File: src/rtl/phys_reg_free_list.sv
// Circular free list of physical register tags for rename, with branch
// checkpoints of the allocation (head) pointer for single-cycle mispredict recovery.
module phys_reg_free_list #(
  parameter int NUM_PREGS = 128,
  parameter int NUM_ARCH  = 32,
  parameter int NUM_CKPT  = 4,
  localparam int TAG_W    = $clog2(NUM_PREGS),
  localparam int PTR_W    = TAG_W + 1,
  localparam int CKPT_W   = $clog2(NUM_CKPT)
) (
  input  logic             clk,
  input  logic             reset,
  input  logic             alloc_req,
  output logic             alloc_valid,
  output logic [TAG_W-1:0] alloc_preg,
  input  logic             free_valid,
  input  logic [TAG_W-1:0] free_preg,
  input  logic             ckpt_save,
  input  logic [CKPT_W-1:0] ckpt_tag,
  input  logic             ckpt_restore,
  input  logic [CKPT_W-1:0] restore_tag,
  output logic [PTR_W-1:0] free_count,
  output logic             overflow_err
);

  localparam int               INIT_FREE = NUM_PREGS - NUM_ARCH;
  localparam logic [PTR_W-1:0] INIT_TAIL = PTR_W'(INIT_FREE);
  localparam logic [PTR_W-1:0] MAX_FREE  = PTR_W'(NUM_PREGS - 1);

  logic [TAG_W-1:0] free_ring [NUM_PREGS];
  logic [PTR_W-1:0] ckpt_ptr  [NUM_CKPT];
  logic [PTR_W-1:0] head_ptr;
  logic [PTR_W-1:0] tail_ptr;
  logic [PTR_W-1:0] head_after_grant;
  logic             grant;
  logic             push_req;
  logic             push_ok;

  // The wrap bit makes the modular difference exact for 0..127 free tags.
  assign free_count       = tail_ptr - head_ptr;
  assign alloc_valid      = (free_count != '0) && !ckpt_restore;
  assign alloc_preg       = free_ring[head_ptr[TAG_W-1:0]];
  assign grant            = alloc_req && alloc_valid;
  assign head_after_grant = head_ptr + PTR_W'(grant);
  assign push_req         = free_valid && (free_preg != '0);
  assign push_ok          = push_req && (free_count != MAX_FREE);

  // NOTE: the ring is reset like any other state because the initial free
  // tags must be present the moment reset asserts, not after a clock edge.
  always_ff @(posedge clk or posedge reset) begin
    if (reset) begin
      for (int i = 0; i < NUM_PREGS; i++) begin
        free_ring[i] <= (i < INIT_FREE) ? TAG_W'(NUM_ARCH + i) : '0;
      end
    end else if (push_ok) begin
      free_ring[tail_ptr[TAG_W-1:0]] <= free_preg;
    end
  end

  // NOTE: non-blocking assignments throughout, so every update below sees
  // the pre-edge pointers regardless of statement order.
  always_ff @(posedge clk or posedge reset) begin
    if (reset) begin
      head_ptr     <= '0;
      tail_ptr     <= INIT_TAIL;
      overflow_err <= 1'b0;
      for (int i = 0; i < NUM_CKPT; i++) begin
        ckpt_ptr[i] <= '0;
      end
    end else begin
      if (ckpt_restore) begin
        head_ptr <= ckpt_ptr[restore_tag];
      end else begin
        head_ptr <= head_after_grant;
      end

      if (push_ok) begin
        tail_ptr <= tail_ptr + PTR_W'(1);
      end

      if (push_req && !push_ok) begin
        overflow_err <= 1'b1;
      end

      // A same-cycle grant belongs to the branch itself, so it is captured.
      if (ckpt_save && !ckpt_restore) begin
        ckpt_ptr[ckpt_tag] <= head_after_grant;
      end
    end
  end

endmodule

File: config.mk
export PLATFORM = sky130hd
export DESIGN_NAME = phys_reg_free_list
export DESIGN_NICKNAME = d
export VERILOG_FILES = /design/src/rtl/phys_reg_free_list.sv
export SDC_FILE = /design/constraint.sdc
export NUM_CORES = 2
export LEC_CHECK = 0
export ABC_CLOCK_PERIOD_IN_PS = 41700
export BUFFER_PORTS_ARGS = -buffer_cell sky130_fd_sc_hd__buf_2
export CORE_ASPECT_RATIO = 0.7
export CORE_MARGIN = 1.5
export CORE_UTILIZATION = 40
export DETAILED_ROUTE_END_ITERATION = 8
export PLACE_DENSITY = 0.55
export SYNTH_ARGS = -nofsm -noshare
export SYNTH_HDL_FRONTEND = slang
export SYNTH_SLANG_ARGS = --single-unit
File: constraint.sdc
create_clock -name clk -period 41.7 [get_ports clk]
set_clock_uncertainty 0.05 [all_clocks]
set_input_delay 8.34 -clock clk [delete_from_list [all_inputs] [get_ports clk]]
set_output_delay 8.34 -clock clk [all_outputs]
set_load 0.05 [all_outputs]
==> reports/qor.csv <==
stage,metric,value,unit
floorplanning,die_w,403,um
synthesis,yosys_warnings,0,
cts,postCtsSetupBuffers,0,
global_route,grt_overflow,0,
timing,slew_headroom,13.6,%
floorplanning,die_y,283,um
global_route,antenna_found_initial,3,
floorplanning,start_util,40.5,%
critical_path,start_kind,input pin,
synthesis,netlist_instances,3113,
synthesis,synth-seq-cells,945,
placed_design,hpwl,79.5,mm
cells_and_area,final_cell_mix,"770 x mux2_2, 571 x dfrtp_1, 370 x dfstp_2",
cts,h-tree-depth,3,
global_route,grtUsageTotal,22.0,%
power_and_ir_drop,ir_worst_vdd,0.0389,mV
placed_design,place_congestion,0.819,
power_and_ir_drop,p_comb_share,33.7,%
critical_path,end_kind,output pin,
run,maxCapViolations,0,
worst_hold_path,worstHoldStart,ckpt_ptr[7],
critical_path,r2r_cells,12,
global_route,grt_pass1_vias,28400,
floorplanning,ios,34,
timing,finalSetupViolCount,0,
cts,clock_path_buffers,3,
power_and_ir_drop,power_switching,1.18,mW
critical_path,worstPathRequired,33310,ps
floorplanning,rows,102,
worst_hold_path,hold_end,ckpt_ptr[7],
cts,clock_latency,690,ps
worst_hold_path,hp-class,reg2reg,
synthesis,synth_edf_count,0,
power_and_ir_drop,pwr-share-clk,27.7,%
synthesis,synthFlopType,dfrtp_1,
cells_and_area,area_delta_synth_final,11.2,%
critical_path,r2r-end,free_ring[187],
synthesis,ys_types,68,
timing,max_freq,57.3,MHz
critical_path,cp.arrival,9070,ps
placed_design,portBuffers,33,
cts,holdBufCountCts,0,
critical_path,timing.rr.start,head_ptr[0],
worst_hold_path,worstHoldPathCells,2,
timing,tns,0,ps
power_and_ir_drop,power_frac_seq,38.6,%
cts,cts_resized,0,
detailed_routing,ant_nets,0,
detailed_routing,num_vias,26800,
power_and_ir_drop,p_int,2.14,mW
detailed_routing,vias_per_cell,5.81,
synthesis,syn_nets,3142,
cts,cts_made_buffers,96,
detailed_routing,drtPass1Iterations,5,
power_and_ir_drop,swShare,35.5,%
timing,period_share,41.9,%
synthesis,yosysSeqAreaShare,53.8,%
timing,final.min_clock_period,17460,ps
cts,clk_pin_slew,60,ps
floorplanning,coreArea,0.111,sq mm
synthesis,synth_area,0.0448,sq mm
cells_and_area,utilization,45.0,%
outcome,status,"finished, final reports clean",
cts,tritoncts,built,
timing,rsz0062_at_grt,false,
floorplanning,die_area,0.114,sq mm
cts,clockRootBuffer,clkbuf_16,
critical_path,crit_fanout,7,
power_and_ir_drop,p_total,3.31,mW
synthesis,synthArstFlopShare,100,%
cts,cts_sinks,945,
critical_path,critPathKind,in2out,
timing,hold_viol_final,0,
timing,worst_slew_pin_slew,1300,ps
detailed_routing,wl_per_cell,27.0,um
cells_and_area,final_nets,3099,
cells_and_area,drive_gt1_share,53.5,%
detailed_routing,postRouteWirelength,124,mm
global_route,grt_max_degree,105,
power_and_ir_drop,power_density,66.5,mW/mm^2
power_and_ir_drop,p_leak,21.4,nW
detailed_routing,drtIter0Drc,1793,
critical_path,r2r_setup_slack,35960,ps
timing,finalMaxSlewViolations,0,
synthesis,syn_avg_cell_area,14.4,sq um
global_route,grt_first_pass_wirelength,189,mm
cells_and_area,layout_commonest_cell,mux2_2,
detailed_routing,drc,0,
==> cell usage after synthesis, drive strengths merged (2+ instances only) <==
| cell type | count | share of area, % |
|---|---|---|
| nor2b | 4 | 0.056 |
| xor2 | 6 | 0.12 |
| o32ai | 7 | 0.14 |
| dfrtp | 575 | 32 |
| nor3 | 55 | 0.99 |
| nor2 | 81 | 0.76 |
| mux2 | 907 | 23 |
| nand3 | 73 | 0.99 |
| nor3b | 4 | 0.11 |
| a311oi | 3 | 0.10 |
| dfstp | 370 | 22 |
| buf | 69 | 0.73 |
| a31oi | 12 | 0.18 |
| or3 | 3 | 0.042 |
| o211ai | 3 | 0.050 |
| and2 | 4 | 0.056 |
| o21ai | 14 | 0.16 |
| a211oi | 10 | 0.17 |
| or2 | 4 | 0.056 |
| a32oi | 21 | 0.41 |
| nand2b | 10 | 0.14 |
| o22ai | 59 | 0.82 |
| xnor2 | 10 | 0.20 |
| ha | 11 | 0.31 |
| a22o | 3 | 0.059 |
| nor4 | 3 | 0.11 |
| nand2 | 219 | 1.8 |
| a21o | 3 | 0.050 |
| mux2i | 134 | 3.0 |
| nand4 | 3 | 0.042 |
| inv | 16 | 0.13 |
| a21oi | 33 | 0.37 |
| a22oi | 11 | 0.18 |
| nor4b | 2 | 0.053 |
| clkbuf | 166 | 1.4 |
| mux4 | 176 | 8.8 |
| and3 | 11 | 0.15 |
| nor4bb | 3 | 0.067 |
==> layer usage <==
| layer | GRT usage [%] | vias to the layer above | part of all wire (%) |
|---|---|---|---|
| li1 | - | 11400 | - |
| met1 | 32.3 | 14500 | 46 |
| met2 | 32.9 | 690 | 45 |
| met3 | 4.75 | 177 | 6.6 |
| met4 | 5.94 | 0 | 2.6 |
| met5 | 0 | - | 0 |
==> kinds of logic after synthesis <==
family / share of synthesized area [%]
xor+xnor: 0.313
mux: 34.8
buf+inv: 2.26
fa+ha+maj: 0.352
flops: 53.8
compound gates: 2.91
simple gates: 5.55
==> through the flow <==
stage          cells  instance area [sq um]  hold WS (ps)  setup slack (ps)
6_report        4613                  49800           433             24240
5_1_grt         4610                  49800           446             24170
4_1_cts         4610                  49800           434             24240
3_5_place_dp    4428                  46500           419             24240
3_3_place_gp    4428                  46500           407             24220
2_1_floorplan   3113                  44800           395              7350
==> registers in the layout, summed over array words and instances (netlist names) <==
| signal | flops |
|---|---|
| head_ptr | 8 |
| tail_ptr | 8 |
| overflow_err | 1 |
| ckpt_ptr | 32 |
| free_ring | 896 |
==> worst max-delay path, cell delays in order <==
cell and delay [ps]:
buf_2 160, a41oi_1 250, buf_2 320
==> power groups by stage <==
| stage | combinational (mW) | clock [mW] | sequential [mW] |
|---|---|---|---|
| CTS | 1.12 | 0.938 | 1.28 |
| detailed placement | 1.12 | 0 | 1.29 |
| global placement | 1.10 | 0 | 1.27 |
| floorplan | 0.784 | 0 | 1.24 |
| finish | 1.12 | 0.916 | 1.28 |
| global route | 1.18 | 0.974 | 1.30 |
==> worst max-delay path by stage <==
stage	cells after the start	startpoint	endpoint	slack, ps
2_1_floorplan	1	reset	ckpt_ptr[0]	7350
6_report	3	ckpt_restore	alloc_valid	24240
3_3_place_gp	3	ckpt_restore	alloc_valid	24220
5_1_grt	3	ckpt_restore	alloc_valid	24170
4_1_cts	3	ckpt_restore	alloc_valid	24240
3_5_place_dp	3	ckpt_restore	alloc_valid	24240
==> cell type report <==
| type | count | area (sq um) |
|---|---|---|
| Clock inverter | 39 | 488 |
| Tap cell | 1456 | 1820 |
| Multi-Input combinational cell | 1916 | 19800 |
| Antenna cell | 3 | 7.51 |
| Fill cell | 9758 | 60900 |
| Clock buffer | 143 | 2860 |
| Timing Repair Buffer | 94 | 653 |
| Sequential cell | 945 | 24100 |
| Inverter | 17 | 71.3 |
(Power assumes the default switching activity.)
